### src/rtl/max_exp_stream.sv
// Streaming max-exponent finder: input capture, registered compare tree, cross-beat accumulator.
// Latency 2 cycles from closing beat to result; all stages freeze while a result is stalled.
module max_exp_stream #(
   parameter int EXP_W     = 6,
   parameter int LANES     = 9,
   parameter int MAX_BEATS = 16,
   localparam int LANE_W   = $clog2(LANES),
   localparam int BEAT_W   = $clog2(MAX_BEATS)
) (
   input  logic                     clk,
   input  logic                     rst,
   input  logic                     in_valid,
   output logic                     in_ready,
   input  logic                     in_last,
   input  logic [LANES-1:0]         in_skip,
   input  logic [LANES*EXP_W-1:0]   in_exp,
   output logic                     out_valid,
   input  logic                     out_ready,
   output logic [EXP_W-1:0]         out_max_exp,
   output logic [LANE_W-1:0]        out_lane,
   output logic [BEAT_W-1:0]        out_beat,
   output logic                     out_all_skip,
   output logic                     out_overflow
);

   localparam int NP = 1 << LANE_W;

   // Heap-ordered tree; the right child wins only when strictly greater, so ties go to the lower lane.
   function automatic logic [LANE_W+EXP_W-1:0] f_tree(input logic [LANES*EXP_W-1:0] v);
      logic [NP*EXP_W-1:0] vp;
      logic [EXP_W-1:0]    m [2*NP-1];
      logic [LANE_W-1:0]   l [2*NP-1];
      vp = '0;
      vp[LANES*EXP_W-1:0] = v;
      for (int i = 0; i < NP; i++) begin
         m[NP-1+i] = vp[i*EXP_W +: EXP_W];
         l[NP-1+i] = LANE_W'(i);
      end
      for (int k = NP-2; k >= 0; k--) begin
         if (m[2*k+2] > m[2*k+1]) begin
            m[k] = m[2*k+2];
            l[k] = l[2*k+2];
         end else begin
            m[k] = m[2*k+1];
            l[k] = l[2*k+1];
         end
      end
      return {l[0], m[0]};
   endfunction

   logic                   w_adv;
   logic [LANES*EXP_W-1:0] w_vin;
   logic [LANE_W+EXP_W-1:0] w_tree;

   logic [LANES*EXP_W-1:0] r_v;
   logic                   r_s_vld, r_s_any, r_s_last;

   logic [EXP_W-1:0]       r_a_max;
   logic [LANE_W-1:0]      r_a_lane;
   logic                   r_a_vld, r_a_any, r_a_last;

   logic [EXP_W-1:0]       r_acc_max;
   logic [LANE_W-1:0]      r_acc_lane;
   logic [BEAT_W-1:0]      r_acc_beat;
   logic [BEAT_W-1:0]      r_b;
   logic                   r_acc_any, r_acc_empty;

   logic                   r_out_valid, r_out_all_skip, r_out_overflow;
   logic [EXP_W-1:0]       r_out_max;
   logic [LANE_W-1:0]      r_out_lane;
   logic [BEAT_W-1:0]      r_out_beat;

   logic                   w_b_end, w_close, w_take;
   logic [EXP_W-1:0]       w_m_max;
   logic [LANE_W-1:0]      w_m_lane;
   logic [BEAT_W-1:0]      w_m_beat;

   assign w_adv    = !r_out_valid || out_ready;
   assign in_ready = !rst && w_adv;

   always_comb begin
      w_vin = '0;
      for (int i = 0; i < LANES; i++) begin
         w_vin[i*EXP_W +: EXP_W] = in_skip[i] ? '0 : in_exp[i*EXP_W +: EXP_W];
      end
   end

   assign w_tree = f_tree(r_v);

   always_ff @(posedge clk) begin
      if (rst) begin
         r_s_vld <= 1'b0;
         r_a_vld <= 1'b0;
      end else if (w_adv) begin
         r_s_vld <= in_valid;
         if (in_valid) begin
            r_v      <= w_vin;
            r_s_any  <= |(~in_skip);
            r_s_last <= in_last;
         end
         r_a_vld <= r_s_vld;
         if (r_s_vld) begin
            {r_a_lane, r_a_max} <= w_tree;
            r_a_any             <= r_s_any;
            r_a_last            <= r_s_last;
         end
      end
   end

   // A later beat replaces the running best only when strictly larger, keeping the earliest beat on ties.
   assign w_b_end  = (r_b == BEAT_W'(MAX_BEATS-1));
   assign w_close  = r_a_vld && (r_a_last || w_b_end);
   assign w_take   = r_acc_empty || (r_a_max > r_acc_max);
   assign w_m_max  = w_take ? r_a_max  : r_acc_max;
   assign w_m_lane = w_take ? r_a_lane : r_acc_lane;
   assign w_m_beat = w_take ? r_b      : r_acc_beat;

   always_ff @(posedge clk) begin
      if (rst) begin
         r_b            <= '0;
         r_acc_empty    <= 1'b1;
         r_acc_any      <= 1'b0;
         r_acc_max      <= '0;
         r_acc_lane     <= '0;
         r_acc_beat     <= '0;
         r_out_valid    <= 1'b0;
         r_out_max      <= '0;
         r_out_lane     <= '0;
         r_out_beat     <= '0;
         r_out_all_skip <= 1'b0;
         r_out_overflow <= 1'b0;
      end else if (w_adv) begin
         r_out_valid <= w_close;
         if (w_close) begin
            r_out_max      <= w_m_max;
            r_out_lane     <= w_m_lane;
            r_out_beat     <= w_m_beat;
            r_out_all_skip <= !(r_acc_any || r_a_any);
            r_out_overflow <= w_b_end && !r_a_last;
            r_b            <= '0;
            r_acc_empty    <= 1'b1;
            r_acc_any      <= 1'b0;
         end else if (r_a_vld) begin
            r_acc_max   <= w_m_max;
            r_acc_lane  <= w_m_lane;
            r_acc_beat  <= w_m_beat;
            r_acc_any   <= r_acc_any || r_a_any;
            r_b         <= r_b + 1'b1;
            r_acc_empty <= 1'b0;
         end
      end
   end

   assign out_valid    = r_out_valid;
   assign out_max_exp  = r_out_max;
   assign out_lane     = r_out_lane;
   assign out_beat     = r_out_beat;
   assign out_all_skip = r_out_all_skip;
   assign out_overflow = r_out_overflow;

endmodule

### config.mk
export PLATFORM = sky130hd
export DESIGN_NAME = max_exp_stream
export DESIGN_NICKNAME = d
export VERILOG_FILES = /design/src/rtl/max_exp_stream.sv
export SDC_FILE = /design/constraint.sdc
export NUM_CORES = 1
export LEC_CHECK = 0
export ABC_AREA = 1
export CELL_PAD_IN_SITES_DETAIL_PLACEMENT = 1
export CELL_PAD_IN_SITES_GLOBAL_PLACEMENT = 1
export CORE_MARGIN = 2
export CORE_UTILIZATION = 41
export CTS_CLUSTER_SIZE = 30
export DETAILED_ROUTE_END_ITERATION = 10
export PLACE_DENSITY = 0.91
export SYNTH_ARGS = -nofsm -noshare
export SYNTH_HDL_FRONTEND = slang
export SYNTH_SLANG_ARGS = --single-unit
### constraint.sdc
create_clock -name clk -period 7.1 [get_ports clk]
set_clock_uncertainty 0.05 [all_clocks]
set_input_delay 1.42 -clock clk [delete_from_list [all_inputs] [get_ports clk]]
set_output_delay 1.42 -clock clk [all_outputs]
set_load 0.02 [all_outputs]
---- Yosys cells after proc, flatten, opt, wreduce, memory -nomap -nowiden ----
Index checks and enable logic that the tools add are counted.
word-level totals
  register bits after elaboration ......... 107
  output and inout bits ................... 18
operators by class
  bitwise operators ....................... 3
  mux-type cells .......................... 31
  eq/ne operators ......................... 1
  reduce and logical (&&, ||, !) cells .... 18
  $lt $le $gt $ge ......................... 12
  add/subtract/negate cells ............... 1
operator list
  cell                                                                            number
  6-bit 2-to-1 mux                                                                12
  6-bit greater-than comparator                                                   9
  4-bit 2-to-1 mux                                                                10
  1-bit by 6-bit greater-than comparator with 1-bit output, first input constant  3
  1-bit 2-to-1 mux                                                                9
  9-bit inverter                                                                  1
  3-bit AND reduction                                                             3
  9-bit OR reduction                                                              1
  4-bit by 1-bit adder with 4-bit output, second input constant                   1
  4-bit equality test, second input constant                                      1
  1-bit logical NOT                                                               4
  1-bit logical OR                                                                4
  2-bit AND reduction                                                             2
  1-bit logical AND                                                               3
  1-bit inverter                                                                  2
  2-bit nonzero test                                                              1

---- Logic depth before layout (Yosys ltp) ----
Gate-level depths: netlist of run 1.
  word-level depth ........................ 8
  mapped depth ............................ 39
  mapped depth without buffers ............ 37

---- Worst setup path before layout of run 1 ----
Ideal clock, no wire load.
  kind .................................... register -> register
  start ................................... register r_v[23]
  end ..................................... register r_a_lane[1] (data pin)
  stages on the path, launching flop included .. 35
  setup time .............................. 0.135 ns
  required time ........................... 6.915 ns
  data arrival time ....................... 4.776 ns
  path slack .............................. 2.139 ns
  clock period less this slack ............ 4.961 ns
  cells stage by stage .................... edfxtp_1 > ha_1 > nand2_1 > nor2_1 > nand3_1 > nand2_2 > clkbuf_1 > a21oi_1 > ha_1 > nand2_1 > nor2_1 > nand3_1 > nor2_2 > nand2_2 > nand2_4 > buf_2 > o21ai_0 > ha_1 > nand2_1 > nor2_1 > nand3_2 > nor2_4 > nand2_4 > nand2_8 > nand2_2 > nand2_1 > ha_1 > inv_1 > nor2_1 > o21ai_0 > o211ai_1 > nand2_1 > clkinv_1 > o21bai_1 > nor2_2
on the way
  cells in the longest elaborated chain, start to end .. 8
  elaborated cells between the ends (all ways) .. 10
  those cells by class .................... order compare: 4; mux: 6
ends and longest elaborated chain
  element                        RTL line  text
  from (decl)                    55        logic [LANES*EXP_W-1:0] r_v;
  from (signal assigned)         97        r_v <= w_vin;
  6-bit greater-than comparator  40        if (m[2*k+2] > m[2*k+1]) begin
  6-bit 2-to-1 mux *             40
  6-bit greater-than comparator  40
  6-bit 2-to-1 mux               40
  6-bit greater-than comparator  40
  6-bit 2-to-1 mux               40
  6-bit greater-than comparator  40
  4-bit 2-to-1 mux *             40
  via w_tree[7]                  53        logic [LANE_W+EXP_W-1:0] w_tree;
  to (signal assigned)           103       {r_a_lane, r_a_max} <= w_tree;
  to (decl)                      59        logic [LANE_W-1:0] r_a_lane;
The timed path passes the listed nets; every way through them passes the cells marked *.
A chain may end at the register's enable or synchronous reset.

---- Final worst setup path of run 1 ----
  start ................................... register r_v[39]
  end ..................................... register r_a_lane[0] (data pin)
on the way
  cells in the longest elaborated chain, start to end .. 8
  elaborated cells between the ends (all ways) .. 11
  those cells by class .................... order compare: 4; mux: 7
ends and longest elaborated chain
  element                        RTL line
  6-bit greater-than comparator  40
  6-bit 2-to-1 mux               40
  6-bit greater-than comparator  40
  6-bit 2-to-1 mux               40
  6-bit greater-than comparator  40
  6-bit 2-to-1 mux               40
  6-bit greater-than comparator  40
  4-bit 2-to-1 mux *             40
  via w_tree[6]                  53
Marks and branches as above.

==> reports/metrics.yaml, run 1 <==
layout:
  diodes: 0
  final_util: 0.507
  finalNonFillerCells: 1046
  nets: 973
  layout-drive-gt1-share: 0.0851
  syn_to_final_growth_pct: 21.3
flow_run:
  cap_violations: 0
synthesis:
  ys_seq_area_frac: 0.446
  syn_nets: 894
  avgSynthCellArea_um2: 8.18
  ys_warn_count: 0
  synthCells: 774
  synth_area_mm2: 0.00633
  ys_ff_latch: 107
  synth.distinct_cells: 33
grt:
  track_usage: 0.200
  grt_pass1_vias: 5489
  overflow: 0
  grt_max_degree: 57
  grt_pass1_wl_mm: 25.9
  antenna_found_initial: 0
cts:
  cts_tree: "yes"
  path_clk_slew_ns: 0.07
  cts_buffers: 9
  clk_path_buf_depth: 2
  h-tree-depth: 3
  ctsHoldBuffers: 0
  post_cts_buffers: 0
  cts-resized-gates: 0
  cts-root-buf: "clkbuf_16"
  clk_latency_ns: 0.36
  clkSinkCount: 107
drt:
  routed_via_density: 4.95
  wl_per_cell_um: 14.5
  routed-via-count: 5182
  antenna_left: 0
  drt_wl_total_mm: 15.1
  drtPass1Iterations: 4
  drc: 0
  dr.first_iter.drc_count: 218
critical_path:
  cp_slowest_cell: "edfxtp_1"
  critical_path.most_common_cell: "nand2_1"
  critPathCaptureType: "flip-flop"
  path_class: "reg2reg"
  cp.arrival_ns: 5.85
  critPathMaxFanout: 13
  setup.worst_path.start_class: "flip-flop"
  rr_worst_depth: 35
  crit_required_ns: 7.27
  crit_path_max_incr_delay_ns: 0.40
timing:
  finalHoldViolations: 0
  maxSlewHeadroom: 0.266
  final.min_clock_period_ns: 5.68
  fin_hold_ws_ns: 0.394
  finalMaxSlewViolations: 0
  setup_tns_ns: 0
  rsz0062_at_grt: "false"
  finalSetupViolations: 0
  worst_slew_pin_slew_ns: 1.10
  fmax_ghz: 0.176
  fin_crit_sh: 0.799
min_path:
  hp-class: "reg2reg"
  holdPathStages: 0
die:
  ios: 86
  die-area_mm2: 0.0164
  die_w_um: 128
  coreArea_mm2: 0.0151
  initial_core_util: 0.418
  num_rows: 45
  die_h_um: 128
pwr:
  p_leak_nw: 3.64
  powerDensity_mw_per_mm2: 247
  vdd_ir_drop_max_mv: 0.151
  total_power_mw: 1.89
placed_design:
  hpwlAfterDp_mm: 12.0
  dp_cells: 1030
  portBuffers: 85
  place.gp.congestion: 0.881
run_status:
  status: "complete, no violations"
-- worst max-delay path, delay by kind of cell (launching register included) --
| kind | cells | cell delay, ns |
|---|---|---|
| simple gates | 21 | 2.23 |
| flops | 1 | 0.40 |
| compound gates | 5 | 1.16 |
| buf+inv | 5 | 0.71 |
| fa+ha+maj | 4 | 0.98 |
-- cell families (layout without fill, tap and decap cells) --
group | count (synthesis) | in the layout | share of synthesized area
AO/OA/AOI/OAI | 111 | 111 | 0.0971
XOR/XNOR | 2 | 2 | 0.00277
adder cells (fa/ha/maj) | 52 | 52 | 0.103
buffers and inverters | 178 | 262 | 0.106
flip-flops | 107 | 107 | 0.446
multiplexers | 5 | 5 | 0.00791
AND/OR/NAND/NOR | 319 | 319 | 0.237
-- synthesized netlist by cell type, drive strengths merged --
cell | n | area share
edfxtp | 68 | 0.32
inv | 157 | 0.093
xnor2 | 1 | 0.0014
xor2 | 1 | 0.0014
clkbuf | 18 | 0.011
and2 | 1 | 0.00099
dfxtp | 39 | 0.12
o21a | 2 | 0.0024
o22ai | 3 | 0.0030
o21bai | 6 | 0.0071
a21oi | 36 | 0.030
clkinv | 2 | 0.0014
buf | 1 | 0.00079
nor2 | 106 | 0.070
nand2 | 162 | 0.11
ha | 52 | 0.10
mux2i | 5 | 0.0079
o21ai | 53 | 0.042
nand3 | 39 | 0.042
nand3b | 3 | 0.0036
nand4 | 8 | 0.0089
o211ai | 10 | 0.012
a211oi | 1 | 0.0012
-- report_power, final --
group          internal (mW)  switching (mW)  leakage (nW)  total, mW
clock network          0.277           0.245         0.155      0.521
registers              0.719          0.0164         0.963      0.735
logic                  0.234           0.403          2.52      0.637
-- placed cells by master, fill, tap and decap left out, drive strengths merged --
cell / Yosys / routed
xor2: 1 / 1
nand2: 162 / 162
o21a: 2 / 2
nor2: 106 / 106
ha: 52 / 52
and2: 1 / 1
nand3b: 3 / 3
a21oi: 36 / 36
inv: 157 / 160
nand3: 39 / 39
o211ai: 10 / 10
clkbuf: 18 / 11
xnor2: 1 / 1
mux2i: 5 / 5
o22ai: 3 / 3
buf: 1 / 2
edfxtp: 68 / 68
clkinv: 2 / 4
clkdlybuf4s50: 0 / 85
nand4: 8 / 8
a211oi: 1 / 1
o21ai: 53 / 53
o21bai: 6 / 6
dfxtp: 39 / 39
-- routing by layer --
metal,global-route usage,share of wire,wire length (um)
met1,0.233,0.43,6460
met2,0.364,0.52,7930
met3,0.0413,0.029,445
met4,0.0653,0.021,313
met5,0,0,0
-- final cells by class --
type                            instances  area [um^2]
Clock buffer                           11          264
Sequential cell                       107         2820
Multi-Input combinational cell        489         2840
Clock inverter                          5         48.8
Tap cell                              188          235
Timing Repair Buffer                   87          866
Fill cell                            1815         7470
Inverter                              159          598
-- path summary, 6_finish.rpt --
check	start	end	slack, ns
worst max-delay path	r_v[39]	r_a_lane[0]	1.42
worst min-delay path	r_s_any	r_a_any	0.39
worst max register to register	r_v[39]	r_a_lane[0]	1.42
worst min register to register	r_s_any	r_a_any	0.39
-- state kept, by name, indices dropped and copies added (netlist names) --
signal	cells
out_all_skip	1
out_beat	4
out_lane	4
out_max_exp	6
out_overflow	1
out_valid	1
r_a_any	1
r_a_lane	4
r_a_last	1
r_a_max	6
r_a_vld	1
r_acc_any	1
r_acc_beat	4
r_acc_empty	1
r_acc_lane	4
r_acc_max	6
r_b	4
r_s_any	1
r_s_last	1
r_s_vld	1
r_v	54
-- through the flow --
step,area [um^2],worst slack [ns]
floorplan,6330,2.14
global placement,7360,1.66
detailed placement,7360,1.47
CTS,7680,1.42
global route,7680,0.855
finish,7680,1.42
No activity file was read; power rests on OpenSTA's default activity.
==> run 2: changes to the inputs <==
CORE_UTILIZATION = 37   (was 41)
PLACE_DENSITY = 0.87   (was 0.91)
clock period = 5 ns   (was 7.1 ns; I/O delays follow)
==> run 2 against run 1 <==
  * The flow now finishes with violations (negative setup slack)
  * Non-clock buffer count increased by 95
  * Global-route usage increased by 0.76 points
  * Setup slack got worse by 1.8 ns
  * Combinational power increased to 3.0 times the previous value
  * Sequential power increased by 43%
  * Die area increased by 10%
  * Cell area increased by 22%
  * Total power increased by 96%
  * Flip-flop and latch count unchanged
  * Count of clock-buffer cells in the layout decreased by 1
==> reports/metrics.yaml, run 2 (synthesis gave the netlist of run 1 again) <==
drt:
  dr.first_iter.drc_count: 269  # was 218
  drt_wl_total_mm: 23.3  # was 15.1 mm
  drc: 0  # unchanged
  antenna_left: 0  # unchanged
  drtPass1Iterations: 4  # unchanged
  routed-via-count: 6132  # was 5182
  routed_via_density: 5.21  # was 4.95
  wl_per_cell_um: 19.8  # was 14.5 um
pwr:
  power.switching_mw: 1.51  # was 0.664 mW
  vdd_ir_drop_max_mv: 0.201  # was 0.151 mV
  clockPowerShare: 0.196  # was 0.275
  p_leak_nw: 4.22  # was 3.64 nW
  pwr-share-comb: 0.522  # was 0.336
  powerDensity_mw_per_mm2: 397  # was 247 mW/mm^2
  total_power_mw: 3.71  # was 1.89 mW
  seqPwrFrac: 0.282  # was 0.388
  p_int_mw: 2.21  # was 1.23 mW
  netSwitchingFraction: 0.406  # was 0.350
critical_path:
  crit_required_ns: 5.09  # was 7.27 ns
  path_class: "reg2reg"  # unchanged
  cp.arrival_ns: 5.45  # was 5.85 ns
  cp_slowest_cell: "edfxtp_1"  # unchanged
  crit_start: "r_v[23]"  # was r_v[39]
  crit_path_max_incr_delay_ns: 0.47  # was 0.40 ns
  setup.worst_path.start_class: "flip-flop"  # unchanged
  critical_path.most_common_cell: "nand2_4"  # was nand2_1
  rr_worst_depth: 34  # was 35
  critPathMaxFanout: 7  # was 13
  r2r_setup_slack_ns: -0.36  # was 1.42 ns
  rr_startpoint: "r_v[23]"  # was r_v[39]
  reg2reg_to: "r_a_max[2]"  # was r_a_lane[0]
  critPathCaptureType: "flip-flop"  # unchanged
  endpoint: "r_a_max[2]"  # was r_a_lane[0]
grt:
  grt_max_degree: 29  # was 57
  grt_pass1_vias: 6276  # was 5489
  antenna_found_initial: 0  # unchanged
  overflow: 0  # unchanged
  grt_pass1_wl_mm: 29.7  # was 25.9 mm
  track_usage: 0.207  # was 0.200
timing:
  finalHoldViolations: 0  # unchanged
  worst_slack_ns: -0.363  # was 1.42 ns
  final.min_clock_period_ns: 5.36  # was 5.68 ns
  setup_tns_ns: -3.07  # was 0 ns
  fin_crit_sh: 1.07  # was 0.799
  fmax_ghz: 0.186  # was 0.176 GHz
  maxSlewHeadroom: 0.285  # was 0.266
  rsz0062_at_grt: "true"  # was false
  finalMaxSlewViolations: 0  # unchanged
  finalSetupViolations: 10  # was 0
  worst_slew_pin_slew_ns: 1.07  # was 1.10 ns
layout:
  syn_to_final_growth_pct: 47.6  # was 21.3%
  largest_reg_flops: 54  # unchanged
  diodes: 0  # unchanged
  final_util: 0.561  # was 0.507
  nets: 1071  # was 973
  layout_commonest_cell: "inv_1"  # unchanged
  layout-drive-gt1-share: 0.292  # was 0.0851
  layout_common_cells: "144 x inv_1, 113 x nand2_1, 87 x buf_4, 85 x clkdlybuf4s50_1, 84 x nor2_1"  # was 157 x inv_1, 132 x nand2_1, 96 x nor2_1, 85 x clkdlybuf4s50_1, 68 x edfxtp_1
  final_area_mm2: 0.00934  # was 0.00768 mm^2
  fill_cells: 1868  # was 1815
  largest-register: "r_v"  # unchanged
min_path:
  holdPathStages: 0  # unchanged
  hp-class: "reg2reg"  # unchanged
placed_design:
  portBuffers: 85  # unchanged
  place_area_mm2: 0.00773  # was 0.00736 mm^2
  place.gp.congestion: 0.898  # was 0.881
  hpwlAfterDp_mm: 12.4  # was 12.0 mm
cts:
  clk_path_buf_depth: 2  # unchanged
  cts_tree: "yes"  # unchanged
  clkSinkCount: 107  # unchanged
  cts-root-buf: "clkbuf_16"  # unchanged
  cts_buffers: 9  # unchanged
  path_clk_slew_ns: 0.09  # was 0.07 ns
  h-tree-depth: 3  # unchanged
  clk_latency_ns: 0.38  # was 0.36 ns
die:
  die_h_um: 135  # was 128 um
  initial_core_util: 0.380  # was 0.418
  num_rows: 47  # was 45
  ios: 86  # unchanged
  coreArea_mm2: 0.0166  # was 0.0151 mm^2
  die_w_um: 135  # was 128 um
  die-area_mm2: 0.0182  # was 0.0164 mm^2
run_status:
  status: "finished with violations"  # was complete, no violations
  violations: "negative setup slack"
flow_run:
  cap_violations: 0  # unchanged
-- run 2: per-layer routing --
metal | global-route usage | wire [um] | vias up | share of wire
li1 | - | - | 2841 | -
met3 | 0.0507 | 845 | 99 | 0.036
met5 | 0 | 0 | - | 0
met1 | 0.213 | 8060 | 3002 | 0.35
met2 | 0.399 | 12900 | 190 | 0.55
met4 | 0.0836 | 1440 | 0 | 0.062
-- run 2: area by class of cell --
| class | count | area, um^2 | share of cell area |
|---|---|---|---|
| repair buffers | 182 | 1630 | 0.174 |
| flip-flops and latches | 107 | 2820 | 0.302 |
| inverters | 159 | 608 | 0.0651 |
| multi-input cells | 491 | 3710 | 0.398 |
| repair inverters | 1 | 5.00 | 0.000536 |
| clock buffers | 10 | 229 | 0.0245 |
| clock inverters | 6 | 57.6 | 0.00616 |
| well taps | 220 | 275 | 0.0295 |
-- run 2: timing repair --
item                       in CTS  in global routing
gates cloned                    1                  2
pin swaps                      30                 60
setup buffers                  27                 27
resized for setup              66                130
hold buffers                    0                  0
setup endpoints to repair      10                 10
-- run 2: how the worst min path moves through the flow --
stage	from	to	slack, ns
floorplan	r_s_any	r_a_any	0.35
global placement	r_s_any	r_a_any	0.36
detailed placement	r_s_any	r_a_any	0.37
CTS	r_s_any	r_a_any	0.39
global route	r_s_any	r_a_any	0.40
finish	r_s_any	r_a_any	0.39
-- run 2: stage by stage --
| step | setup WS [ns] | cells | hold WS (ns) |
|---|---|---|---|
| 2_1_floorplan | 0.0392 | 774 | 0.350 |
| 3_3_place_gp | -0.140 | 1105 | 0.362 |
| 3_5_place_dp | -0.399 | 1105 | 0.374 |
| 4_1_cts | 0.00741 | 1149 | 0.394 |
| 5_1_grt | -0.564 | 1176 | 0.401 |
| 6_report | -0.363 | 1176 | 0.392 |
-- run 2: power groups by stage --
stage	logic [mW]	clock network [mW]	registers (mW)
finish	1.94	0.728	1.05
global route	2.03	0.765	1.05
CTS	1.27	0.730	1.04
detailed placement	1.03	0	1.06
global placement	0.970	0	1.06
floorplan	0.651	0	1.06
-- run 2: worst max-delay path, delay by kind of cell, from the launching register on --
kind            cells  cell delay [ns]
compound gates      5             0.72
flops               1             0.47
simple gates       21             2.22
fa+ha+maj           4             1.03
buf+inv             4             0.60
==> run 3: changes to the inputs <==
RECOVER_POWER = 100   (was not set)
==> run 3 against run 2 <==
  * The run ends with max-capacitance violations, max-slew violations, negative setup slack left
  * Cell area is 0.20% lower
  * Non-clock buffer count stayed put
  * Worst hold slack better by 0.0024 ns
  * Die area stayed put
  * Clock power hardly changed
  * Via count is 0.73% lower
  * Combinational power hardly changed
  * Utilization is 0.11 points lower
  * Count of clock-buffer cells in the layout stayed put
  * Final cell count stayed put
  * Highest routed layer unchanged
==> reports/metrics.yaml, run 3 (synthesis gave the netlist of run 1 again) <==
run_status:
  status: "finished with violations"  # unchanged
  violations: "max-capacitance violations, max-slew violations, negative setup slack"  # was negative setup slack
grt:
  antenna_found_initial: 0  # unchanged
  overflow: 0  # unchanged
  grt_pass1_wl_mm: 29.7  # unchanged
  grt_pass1_vias: 6276  # unchanged
  grt_max_degree: 29  # unchanged
  track_usage: 0.207  # unchanged
layout:
  layout-drive-gt1-share: 0.288  # was 0.292
  diodes: 0  # unchanged
  layout_common_cells: "144 x inv_1, 113 x nand2_1, 85 x nor2_1, 84 x buf_4, 68 x edfxtp_1"  # was 144 x inv_1, 113 x nand2_1, 87 x buf_4, 85 x clkdlybuf4s50_1, 84 x nor2_1
  final_util: 0.560  # was 0.561
  fill_cells: 1870  # was 1868
  layout_commonest_cell: "inv_1"  # unchanged
  nets: 1071  # unchanged
  final_area_mm2: 0.00932  # was 0.00934 mm^2
  largest-register: "r_v"  # unchanged
  finalNonFillerCells: 1176  # unchanged
  syn_to_final_growth_pct: 47.3  # was 47.6%
  largest_reg_flops: 54  # unchanged
timing:
  fin_crit_sh: 1.07  # about the same
  maxSlewHeadroom: -0.0691  # was 0.285
  final.min_clock_period_ns: 5.36  # about the same
  finalMaxSlewViolations: 56  # was 0
  finalHoldViolations: 0  # unchanged
  fmax_ghz: 0.187  # was 0.186 GHz
  setup_tns_ns: -3.04  # was -3.07 ns
  worst_slew_pin_slew_ns: 1.60  # was 1.07 ns
  rsz0062_at_grt: "true"  # unchanged
  fin_hold_ws_ns: 0.395  # was 0.392 ns
  worst_slack_ns: -0.359  # was -0.363 ns
  finalSetupViolations: 10  # unchanged
critical_path:
  crit_required_ns: 5.08  # was 5.09 ns
  cp.arrival_ns: 5.44  # was 5.45 ns
  cp_slowest_cell: "edfxtp_1"  # unchanged
  crit_start: "r_v[23]"  # unchanged
  rr_startpoint: "r_v[23]"  # unchanged
  path_class: "reg2reg"  # unchanged
  critPathCaptureType: "flip-flop"  # unchanged
  setup.worst_path.start_class: "flip-flop"  # unchanged
  critical_path.most_common_cell: "nand2_4"  # unchanged
  rr_worst_depth: 34  # unchanged
  crit_path_max_incr_delay_ns: 0.47  # about the same
  critPathMaxFanout: 7  # unchanged
placed_design:
  place_area_mm2: 0.00773  # unchanged
  portBuffers: 85  # unchanged
  dp_cells: 1105  # unchanged
  place.gp.congestion: 0.898  # unchanged
  hpwlAfterDp_mm: 12.4  # unchanged
drt:
  dr.first_iter.drc_count: 276  # was 269
  routed_via_density: 5.18  # was 5.21
  drt-met1-wl_mm: 8.11  # was 8.06 mm
  drc: 0  # unchanged
  routed.top_layer: "met4"  # unchanged
  drtPass1Iterations: 4  # unchanged
  antenna_left: 0  # unchanged
  wl_per_cell_um: 19.7  # was 19.8 um
  drt_wl_total_mm: 23.2  # was 23.3 mm
  routed-via-count: 6087  # was 6132
  routed-wl-met2_mm: 12.9  # about the same
  dr_wl_met3_um: 744  # was 845 um
pwr:
  powerDensity_mw_per_mm2: 397  # about the same
  p_leak_nw: 4.27  # was 4.22 nW
  vdd_ir_drop_max_mv: 0.200  # was 0.201 mV
cts:
  ctsHoldBuffers: 0  # unchanged
  cts-root-buf: "clkbuf_16"  # unchanged
  clk_latency_ns: 0.38  # about the same
  clkSinkCount: 107  # unchanged
  path_clk_slew_ns: 0.09  # about the same
  clk_path_buf_depth: 2  # unchanged
  cts_tree: "yes"  # unchanged
  cts_buffers: 9  # unchanged
  h-tree-depth: 3  # unchanged
die:
  ios: 86  # unchanged
  coreArea_mm2: 0.0166  # unchanged
  num_rows: 47  # unchanged
  die_h_um: 135  # unchanged
  initial_core_util: 0.380  # unchanged
  die-area_mm2: 0.0182  # unchanged
  die_w_um: 135  # unchanged
min_path:
  hp-class: "reg2reg"  # unchanged
  holdPathStages: 0  # unchanged
  hold_path.startpoint: "r_s_any"  # unchanged
flow_run:
  cap_violations: 2  # was 0
[run 3: changes by cell type in the layout (fill, tap and decap cells not counted)]
cell / previous run / this run
clkdlybuf4s50_1: 85 / 55
dlygate4sd3_1: 0 / 30
buf_4: 87 / 84
clkbuf_1: 1 / 4
nor2_1: 84 / 85
nor2_4: 14 / 13
[run 3: per-stage QoR]
step,power (mW),setup WS [ns]
6_report,3.70,-0.359
5_1_grt,3.85,-0.564
3_5_place_dp,2.09,-0.399
2_1_floorplan,1.71,0.0392
3_3_place_gp,2.03,-0.140
4_1_cts,3.04,0.00741
[run 3: timing repair]
action	in CTS	in global routing
gates resized for setup	66	130
setup endpoints to repair	10	10
buffers inserted	27	27
pin swaps	30	60
hold endpoints to repair	0	0
gates cloned	1	2
[run 3: path summary, 6_finish.rpt]
kind | end | slack (ns)
worst max register to register | r_a_max[2] | -0.36
worst min register to register | r_a_any | 0.39
worst min-delay path | r_a_any | 0.39
worst max-delay path | r_a_max[2] | -0.36
[run 3: routing by layer]
metal | vias to the layer above | track usage
met5 | - | 0
met4 | 0 | 0.0836
met3 | 97 | 0.0507
met2 | 180 | 0.399
met1 | 2970 | 0.213
li1 | 2840 | -
[run 3: critical path: cells and delay by family (launching register included)]
family / cells / cell delay (ns)
compound gates: 5 / 0.72
fa+ha+maj: 4 / 1.03
buf+inv: 4 / 0.60
flops: 1 / 0.47
simple gates: 21 / 2.22
[run 3: layout make-up]
cell class	instances	area, um^2	share of cell area
multi-input combinational	491	3710	0.398
tap	220	275	0.0295
timing repair buffer	182	1620	0.174
clock buffer	10	229	0.0246
timing repair inverter	1	5.00	0.000537
clock inverter	6	57.6	0.00617
inverter	159	608	0.0652
sequential	107	2820	0.303
[run 3: where the power goes]
part,total (mW),leakage (nW),internal (mW),switching (mW)
Combinational,1.93,3.17,0.829,1.10
Sequential,1.05,0.963,1.02,0.0262
Clock,0.726,0.143,0.350,0.375
Total,3.70,4.27,2.20,1.50
